$ cat config.mk
export PLATFORM = sky130hd
export DESIGN_NAME = joypad_port_multi
export DESIGN_NICKNAME = d
export VERILOG_FILES = /design/src/rtl/joypad_pkg.sv /design/src/rtl/joypad_serializer.sv /design/src/rtl/joypad_port_multi.sv
export SDC_FILE = /design/constraint.sdc
export NUM_CORES = 1
export LEC_CHECK = 0
export BUFFER_PORTS_ARGS = -buffer_cell sky130_fd_sc_hd__buf_2
export CORE_ASPECT_RATIO = 0.9
export CORE_MARGIN = 5
export CORE_UTILIZATION = 61
export CTS_BUF_LIST = sky130_fd_sc_hd__clkbuf_2
export CTS_CLUSTER_SIZE = 10
export DETAILED_ROUTE_END_ITERATION = 7
export GPL_TIMING_DRIVEN = 1
export PLACE_DENSITY = 0.87
export REMOVE_ABC_BUFFERS = 1
export SLEW_MARGIN = 20
export SYNTH_ARGS = -nofsm -noshare
export SYNTH_HDL_FRONTEND = slang
export SYNTH_SLANG_ARGS = --single-unit
$ cat constraint.sdc
create_clock -name sysclk -period 5.7 [get_ports sysclk]
set_input_delay 1.14 -clock sysclk [delete_from_list [all_inputs] [get_ports sysclk]]
set_output_delay 1.14 -clock sysclk [all_outputs]
set_load 0.1 [all_outputs]
$ cat src/rtl/joypad_pkg.sv
// joypad_pkg: shared constants and sizing helpers for the multi-pad controller port.
package joypad_pkg;
  localparam logic [4:0] PORT0_ADDR_DEF = 5'h16;
  localparam logic [4:0] PORT1_ADDR_DEF = 5'h17;
  localparam logic [7:0] SIG0 = 8'b0001_0000;
  localparam logic [7:0] SIG1 = 8'b0010_0000;
  // Four Score appends an 8-bit signature after the two pads of a port.
  function automatic int seq_len(input int pad_bits, input bit four_score);
    return four_score ? 2 * pad_bits + 8 : pad_bits;
  endfunction
  function automatic int cnt_w(input int pad_bits, input bit four_score);
    return $clog2(seq_len(pad_bits, four_score) + 1);
  endfunction
endpackage

$ cat src/rtl/joypad_serializer.sv
// joypad_serializer: per-port snapshot, saturating read counter and MSB-first sequence mux.
module joypad_serializer import joypad_pkg::*; #(
  parameter int PAD_BITS = 8,
  parameter bit FOUR_SCORE = 1'b0,
  parameter logic FILL_BIT = 1'b1,
  parameter logic [7:0] SIG = SIG0,
  localparam int SNAP_W = (FOUR_SCORE ? 2 : 1) * PAD_BITS,
  localparam int SEQ_LEN = seq_len(PAD_BITS, FOUR_SCORE),
  localparam int CW = cnt_w(PAD_BITS, FOUR_SCORE)
) (
  input  logic              clk,
  input  logic              rst,
  input  logic              strobe_i,
  input  logic              rd_i,
  input  logic [SNAP_W-1:0] pads_i,
  output logic              bit_o
);
  localparam int SIG_SH = FOUR_SCORE ? 0 : 8;
  logic [SNAP_W-1:0] snap_q, snap_d;
  logic [CW-1:0] cnt_q, cnt_d;
  logic [SEQ_LEN-1:0] seq, seq_sh;
  // Without Four Score the signature is shifted out of the sequence entirely.
  assign seq = SEQ_LEN'({snap_q, SIG} >> SIG_SH);
  assign seq_sh = seq << cnt_q;
  always_comb begin
    snap_d = strobe_i ? pads_i : snap_q;
    cnt_d = strobe_i ? '0 : (rd_i && cnt_q != CW'(SEQ_LEN)) ? cnt_q + CW'(1) : cnt_q;
    bit_o = strobe_i ? seq[SEQ_LEN-1] : (cnt_q == CW'(SEQ_LEN)) ? FILL_BIT : seq_sh[SEQ_LEN-1];
  end
  always_ff @(posedge clk or posedge rst)
    if (rst) begin
      snap_q <= '0;
      cnt_q <= '0;
    end else begin
      snap_q <= snap_d;
      cnt_q <= cnt_d;
    end
endmodule

$ cat src/rtl/joypad_port_multi.sv
// joypad_port_multi: $4016/$4017 controller port with strobe, FIFO-fed pad buffer and optional Four Score.
module joypad_port_multi import joypad_pkg::*; #(
  parameter int PAD_BITS = 8,
  parameter bit FOUR_SCORE = 1'b0,
  parameter logic FILL_BIT = 1'b1,
  parameter logic [4:0] PORT0_ADDR = PORT0_ADDR_DEF,
  parameter logic [4:0] PORT1_ADDR = PORT1_ADDR_DEF,
  localparam int NPADS = FOUR_SCORE ? 4 : 2
) (
  input  logic                      sysclk,
  input  logic                      reset,
  input  logic                      cpu_clock,
  input  logic                      joy_cs,
  input  logic [4:0]                ioreg_addr,
  input  logic [7:0]                ioreg_datain,
  input  logic                      ioreg_wr,
  output logic                      ioreg_dataout,
  output logic                      strobe_out,
  input  logic                      fifo_empty,
  output logic                      fifo_rdreq,
  input  logic [NPADS*PAD_BITS-1:0] fifo_q
);
  logic strobe_q, strobe_d;
  logic [NPADS*PAD_BITS-1:0] pad_buf_q, pad_buf_d;
  logic [1:0] hit, bits;
  logic acc;
  logic unused_datain;
  assign unused_datain = ^ioreg_datain[7:1];
  always_comb begin
    hit = {ioreg_addr == PORT1_ADDR, ioreg_addr == PORT0_ADDR};
    acc = joy_cs && cpu_clock;
    fifo_rdreq = ~reset & ~fifo_empty;
    // Writes to the port-1 address belong to the APU frame counter.
    strobe_d = (acc && ioreg_wr && hit[0]) ? ioreg_datain[0] : strobe_q;
    pad_buf_d = fifo_rdreq ? fifo_q : pad_buf_q;
    ioreg_dataout = joy_cs && !ioreg_wr && |(hit & bits);
  end
  assign strobe_out = strobe_q;
  always_ff @(posedge sysclk or posedge reset)
    if (reset) begin
      strobe_q <= 1'b0;
      pad_buf_q <= '0;
    end else begin
      strobe_q <= strobe_d;
      pad_buf_q <= pad_buf_d;
    end
  for (genvar p = 0; p < 2; p++) begin : g_port
    logic [(FOUR_SCORE ? 2 : 1)*PAD_BITS-1:0] pads;
    if (FOUR_SCORE) begin : g_fs
      assign pads = {pad_buf_q[p*PAD_BITS +: PAD_BITS], pad_buf_q[(p+2)*PAD_BITS +: PAD_BITS]};
    end else begin : g_std
      assign pads = pad_buf_q[p*PAD_BITS +: PAD_BITS];
    end
    joypad_serializer #(
      .PAD_BITS(PAD_BITS),
      .FOUR_SCORE(FOUR_SCORE),
      .FILL_BIT(FILL_BIT),
      .SIG(p == 0 ? SIG0 : SIG1)
    ) u_ser (
      .clk(sysclk),
      .rst(reset),
      .strobe_i(strobe_q),
      .rd_i(acc && !ioreg_wr && hit[p]),
      .pads_i(pads),
      .bit_o(bits[p])
    );
  end
endmodule

## Word-level counts from Yosys, hierarchy flattened

Index checks and enable logic that the tools add are counted.

| operators by class | value |
|---|---|
| $add $sub $neg | 2 |
| equality and inequality tests | 6 |
| shifts and indexed selects | 2 |
| muxes and demuxes | 8 |
| bitwise gates (word level) | 4 |
| reduce and logical (&&, ||, !) cells | 14 |

Operators with widths:

| kind | number |
|---|---|
| 4-bit 2-to-1 mux | 4 |
| 8-bit by 4-bit left shift with 8-bit output | 2 |
| 5-bit == test, second input constant | 2 |
| 1-bit logical AND | 10 |
| 4-bit by 1-bit adder with 4-bit output, second input constant | 2 |
| 4-bit == test, second input constant | 2 |
| 4-bit != test, second input constant | 2 |
| 1-bit 2-to-1 mux | 4 |
| 2-bit nonzero test | 2 |
| 2-bit AND | 1 |
| 1-bit NOT | 2 |
| 2-bit OR reduction | 1 |
| 1-bit AND | 1 |
| 1-bit zero test | 1 |

| word-level totals | value |
|---|---|
| bits in registers | 41 |

## Depth between registers and ports, before layout

Gate-level depths: netlist of the first run.

| depth | value |
|---|---|
| depth in word-level cells | 6 |
| depth in mapped cells | 7 |
| depth with buffers taken out | 6 |

## Modules after synthesis

From an unflattened synthesis of the first run, not the netlist that was laid out.

| unflattened totals | value |
|---|---|
| cells, all modules | 152 |
| area, all modules | 1,938.1 µm² |

By module, submodules not included:

| module | instances | cells an instance | area each (µm²) | sequential area each (µm²) |
|---|---|---|---|---|
| joypad_serializer | 2 | 53 | 616.8 | 300.3 |
| joypad_port_multi | 1 | 46 | 704.4 | 425.4 |

## Worst setup path after synthesis of the first run

OpenSTA, ideal clock, no wires.

| path | value |
|---|---|
| path kind | input port to output port |
| start point | input ioreg_addr[2] |
| end point | output ioreg_dataout |
| arrival time | 3,365 ps |
| required time | 4,560 ps |
| path slack | 1,195 ps |
| stages on the path | 4 |
| path buffers | 0 |
| cells stage by stage | nand2_1 > nor4_2 > nand2_1 > o22ai_1 |

| between the ends | value |
|---|---|
| longest elaborated chain between the ends | 4 |

RTL lines:

| item | RTL line | RTL |
|---|---|---|
| start: declaration | joypad_port_multi.sv:14 | `input logic [4:0] ioreg_addr,` |
| 5-bit == test | joypad_port_multi.sv:30 | `hit = {ioreg_addr == PORT1_ADDR, ioreg_addr == PORT0_ADDR};` |
| 2-bit AND (*) | joypad_port_multi.sv:36 | `ioreg_dataout = joy_cs && !ioreg_wr && \|(hit & bits);` |
| 2-bit OR reduction (*) | joypad_port_multi.sv:36 |  |
| 1-bit logical AND (*) | joypad_port_multi.sv:36 |  |
| end: declaration | joypad_port_multi.sv:17 | `output logic ioreg_dataout,` |

Every way passes the cells marked *; elsewhere a longest branch is shown, timed or not.

## Final worst setup path of the first run

Ends and elaborated chain as after synthesis.

==> results of run 1 <==
## cell families after synthesis
family | Yosys count | synth area share [%]
DFF | 41 | 53.74
muxes | 38 | 23.33
and+or+nand+nor | 32 | 9.764
AOI/OAI and AO/OA | 24 | 7.536
buffers and inverters | 15 | 3.014
adders and majority gates | 4 | 2.621
## through the flow
stage               cells  hold WS (ps)
detailed placement    221         490.8
global placement      221         468.4
global route          229         545.7
CTS                   229         532.9
floorplan             147         449.2
finish                229         531.6
## worst paths after layout
kind                       cells past startpoint                        to
min in group asynchronous                      3             pad_buf_q[13]
max in group asynchronous                      3  g_port[1].u_ser.cnt_q[3]
max reg2reg                                    6  g_port[1].u_ser.cnt_q[3]
min reg2reg                                    1    g_port[1].u_ser.seq[0]
min                                            1    g_port[1].u_ser.seq[0]
max                                            6             ioreg_dataout
## layout make-up
cell class / instances / area (µm²)
flip-flops and latches: 41 / 1026
fillers: 247 / 877.1
well taps: 42 / 52.55
inverters: 8 / 30.03
clock inverters: 3 / 41.29
repair buffers: 32 / 165.2
multi-input cells: 98 / 825.8
clock buffers: 5 / 25.02
## flip-flops by register name, indices dropped and copies added, names as in the netlist
name,flops
g_port.u_ser.cnt_q,8
g_port.u_ser.seq,16
pad_buf_q,16
strobe_out,1
## Yosys cell counts, drive strengths merged
library cell / count
a31oi: 2
o31ai: 2
nand4b: 1
and3b: 1
nor4: 1
mux2i: 4
mux4: 2
a2bb2oi: 1
a21oi: 10
nand2: 4
nor2: 3
mux2: 32
or2: 2
clkbuf: 6
ha: 4
nand3: 9
nand4: 2
a31o: 2
dfrtp: 41
a311oi: 1
or4: 3
nand2b: 3
nor3: 1
inv: 8
o22ai: 1
o21ai: 5
nand3b: 1
and3: 1
buf: 1
## where the power goes
group / total (mW) / leakage (nW) / internal [mW] / switching (mW)
Clock: 0.166 / 0.0366 / 0.0726 / 0.0933
Sequential: 0.419 / 0.504 / 0.368 / 0.0511
Combinational: 0.165 / 0.408 / 0.101 / 0.0636
## metal layers
layer | vias to the layer above | wire [µm]
met5 | - | 0
met3 | 6 | 226
li1 | 628 | -
met4 | 0 | 50
met1 | 642 | 1542
met2 | 43 | 1668
==> impl_metrics.yaml, run 1 <==
run_status:
  status: "completed"
setup_path:
  cp-end-kind: "primary output"
  cpLargestDelayFamily: "simple AND/OR/NAND/NOR gates"
  rrSetupSlack_ps: 3810
  arrival_ps: 2850
  worst-path-max-fanout: 10
  cp-startpoint: "ioreg_addr[2]"
  critical_path_class: "input pin to primary output"
  rr_startpoint: "g_port[1].u_ser.cnt_q[0]"
  path_cells: "buf_2, nand2_1, nor4_2, nand3_1, o22ai_1, buf_2"
  cp_slowest_cell: "nor4_2"
  cp_common_cell: "buf_2"
  worstSetupStartpointType: "input pin"
  required_ps: 4560
  slowest_delay_ps: 750
  critical_path_buf_inv_count: 2
clock_tree:
  cts.sinks: 41
  holdBufCountCts: 0
  clkSlewWorstSetupHoldPaths_ps: 190
  clock_path_buffers: 2
  cts.repair.resized: 0
  cts_tree: "built"
  cts_buffers: 5
  cts_setup_buffers: 0
  cts_max_level: 2
  clk-insertion-delay-late_ps: 400
  cts_root_buf: "clkbuf_2"
route:
  ant_nets: 0
  drc_errors: 0
  vias: 1319
  drt_iter0_markers: 110
  wirelength_mm: 3.487
  routed_via_density: 5.760
  wl_per_cell_um: 15.23
  dr.pass1.iters: 4
power_and_ir_drop:
  p_leak_nw: 0.9492
  total_power_uw: 749.4
  power_density_nw_per_um2: 346.0
  ir_drop_v: 0.0002407
global_routing:
  grt_antenna_before_repair: 0
  met3_usage_pct: 5.861
  grt_pass1_vias: 1346
  grt-ovfl-total: 0
  grt_util_met2_pct: 28.45
  grt_usage_pct: 18.14
  grt_max_degree: 42
  grt_pass1_wl_mm: 5.920
  grtUsageMet1_pct: 23.66
  grt_busiest_layer: "met2"
final_layout:
  finalNetCount: 225
  drive_gt1_share_pct: 41.71
  antennaDiodeCount: 0
  mostFrequentLayoutCells: "dfrtp_1, mux2_2, buf_2"
  fin_area_um2: 2166
  fin_util_pct: 71.18
  syn2layout_area_growth_pct: 13.43
  layout_commonest_cell: "dfrtp_1"
placement:
  globalplace.congestion: 0.8519
  portBuffers: 30
  dpl.hpwl_mm: 2.489
  dpl_cell_area_um2: 2100
  post-place-ws_ps: 1716
floorplan:
  die_y_um: 63.08
  core-area_um2: 3043
  die_x_um: 68.98
  die_area_um2: 4351
  num_io_pins: 38
  initial_core_util_pct: 62.75
  row_count: 19
yosys:
  netlist_top_cells_area: "dfrtp_1, mux2_2, a21oi_1"
  synth_top_area_share_pct: 53.74
  synth.avg_cell_area_um2: 12.40
  ys_ff_latch: 41
  ys_types: 29
  syn_area_um2: 1909
  synthCells: 154
  yosys_warnings: 0
  yosysSeqAreaShare_pct: 53.74
  yosys.area.top_type: "dfrtp_1"
timing:
  hold_viol_final: 0
  clock_skew_ps: 9.760
  min_period_ps: 3991
  finalSetupViolCount: 0
  max_slew_margin_pct: 30.01
  rsz0062_at_grt: "false"
  min_period_over_period_pct: 70.01
  tns_ps: 0
  max_clock_freq_ghz: 0.2506
  layout_setup_ws_ps: 1709
  worst_slew_pin_slew_ps: 1050
  drv_slew: 0
job:
  drv_cap: 0
min_path:
  hold_class: "flip-flop to flip-flop"
  worstHoldStart: "pad_buf_q[8]"
(Power assumes the default switching activity.)
==> run 2, diff against run 1 <==
ABC_AREA = 1   (was default)
CORE_UTILIZATION = 57   (was 61)
PLACE_DENSITY = 0.82   (was 0.87)
clock period = 3.9 ns   (was 5.7 ns; I/O delays follow)
==> impl_metrics.yaml, run 2 <==
global_routing:
  grt_usage_pct: 16.00
  grt_pass1_wl_mm: 5.802
  grt_pass1_vias: 1315
  grt_max_degree: 38
  grt_antenna_before_repair: 0
  grt-ovfl-total: 0
timing:
  min_period_over_period_pct: 73.70
  worst_slew_pin_slew_ps: 795.1
  max_clock_freq_ghz: 0.3479
  max_slew_margin_pct: 46.94
  tns_ps: 0
  clock_skew_ps: 5.494
  drv_slew: 0
  rsz0062_at_grt: "false"
  min_period_ps: 2874
  fin_hold_ws_ps: 504.4
  finalSetupViolCount: 0
  hold_viol_final: 0
placement:
  dp_cells: 279
  globalplace.congestion: 0.8369
  portBuffers: 30
  dpl.hpwl_mm: 2.602
final_layout:
  seq_area_um2: 1026
  fillers: 274
  syn2layout_area_growth_pct: 13.02
  antennaDiodeCount: 0
  drive_gt1_share_pct: 27.27
  finalNetCount: 281
  multi_input_area_um2: 774.5
  mostFrequentLayoutCells: "nand2_1, dfrtp_1, buf_2"
  fin_cells: 286
yosys:
  yosys_warnings: 0
  synth.avg_cell_area_um2: 9.330
  synthCells: 208
  yosysSeqAreaShare_pct: 52.87
  synth_mux_area_share_pct: 9.284
  synth_edf_count: 0
  yosys.area.top_type: "dfrtp_1"
  ys.flop_type: "dfrtp_1"
  synth_compound_area_share_pct: 8.769
  ys_types: 25
  synth_xor_area_share_pct: 0
  synth_fa_ha_area_share_pct: 2.579
  synth_commonest_cells: "dfrtp_1, nand2_1, inv_1, nand3_1, o21ai_0"
  netlist_top_cells_area: "dfrtp_1, mux2_2, nand2_1"
  synth_top_family_by_area: "simple AND/OR/NAND/NOR gates"
  syn_area_um2: 1941
  synth_top_area_share_pct: 52.87
  synthSimpleGateAreaFrac_pct: 19.28
  ys_ff_latch: 41
  ys_async_sr_fraction_pct: 100.0
clock_tree:
  cts_max_level: 2
  cts_setup_buffers: 0
  clk-insertion-delay-late_ps: 380
  cts_tree: "built"
  cts.repair.resized: 0
  cts.sinks: 41
  clock_path_buffers: 2
  clkSlewWorstSetupHoldPaths_ps: 180
  holdBufCountCts: 0
  cts_root_buf: "clkbuf_2"
  cts_buffers: 5
power_and_ir_drop:
  p_leak_nw: 1.081
  pwr-share-clk_pct: 26.0
  comb_power_share_pct: 17.6
  p_seq_share_pct: 56.4
  swShare_pct: 27.54
  ir_drop_v: 0.0003008
  total_power_uw: 891.3
  p_int_uw: 645.8
  power_density_nw_per_um2: 406.3
  power_switching_uw: 245.5
route:
  drt_iter0_markers: 58
  wirelength_mm: 3.493
  vias: 1474
  ant_nets: 0
  drc_errors: 0
  wl_per_cell_um: 12.21
  dr.pass1.iters: 4
  routed_via_density: 5.154
floorplan:
  die_area_um2: 4673
  row_count: 20
  core-area_um2: 3328
  die_x_um: 71.51
  initial_core_util_pct: 58.31
  die_y_um: 65.36
  num_io_pins: 38
setup_path:
  worstSetupStartpointType: "flip-flop"
  arrival_ps: 2090
  required_ps: 3120
  cp-end-kind: "primary output"
  worst-path-max-fanout: 7
  critical_path_class: "flip-flop to primary output"
run_status:
  status: "completed"
job:
  drv_cap: 0
min_path:
  hold_class: "flip-flop to flip-flop"
==> run 2: cell types whose count changed after synthesis, moves of 15 or more <==
| cell | before | now |
|---|---|---|
| inv_1 | 8 | 26 |
| nand2_1 | 4 | 41 |
| mux2_2 | 32 | 16 |
| nand3_1 | 9 | 24 |
| o21ai_0 | 5 | 21 |
==> run 2: worst paths after layout <==
path	from	to	slack [ps]	cells after the start
max	g_port[0].u_ser.cnt_q[0]	ioreg_dataout	1030	9
min	pad_buf_q[8]	g_port[1].u_ser.seq[0]	500	2
max reg2reg	g_port[0].u_ser.cnt_q[0]	g_port[0].u_ser.cnt_q[0]	2340	9
min reg2reg	pad_buf_q[8]	g_port[1].u_ser.seq[0]	500	2
max in group asynchronous	reset	pad_buf_q[7]	2620	3
min in group asynchronous	reset	pad_buf_q[15]	530	2
==> run 2: layout make-up <==
class                           instances  area share (%)
Clock buffer                            5           1.141
Clock inverter                          2           1.597
Inverter                               28           4.792
Multi-Input combinational cell        133           35.31
Sequential cell                        41           46.78
Tap cell                               44           2.510
Timing Repair Buffer                   33           7.872
==> run 2: critical path: stages (launching register included) <==
cell and delay [ps]:
dfrtp_1 500, inv_2 140, ha_1 160, nand2_1 50
nor2_1 110, nor2_1 50, nand2_1 70, nand2_1 50
a21oi_1 130, buf_2 440
==> run 2: metal layers <==
metal | routed length, µm | GRT usage [%]
met5 | 0 | 0
met1 | 1662 | 21.19
met3 | 231 | 4.893
met2 | 1535 | 24.54
met4 | 65 | 6.338
==> run 2: stage by stage <==
step / cell area, µm² / utilization (%) / worst slack (ps)
after global placement: 2133 / 64.10 / 1075
after global routing: 2193 / 65.90 / 813.9
after detailed placement: 2133 / 64.10 / 1038
after floorplan: 1906 / - / 5.121
after CTS: 2193 / 65.90 / 1008
final: 2193 / 65.90 / 1026
==> run 2: logic make-up (layout without fill, tap and decap cells) <==
family	after synthesis	in the layout
AO/OA/AOI/OAI	32	32
adder cells (fa/ha/maj)	4	4
buffers and inverters	34	68
flip-flops	41	41
multiplexers	16	16
AND/OR/NAND/NOR	81	81
==> run 2: power by group through the flow <==
stage | sequential, mW | clock, mW | combinational [mW]
after CTS | 0.503 | 0.238 | 0.159
after detailed placement | 0.512 | 0 | 0.157
final | 0.503 | 0.232 | 0.157
after floorplan | 0.516 | 0 | 0.103
after global placement | 0.509 | 0 | 0.150
after global routing | 0.509 | 0.259 | 0.178
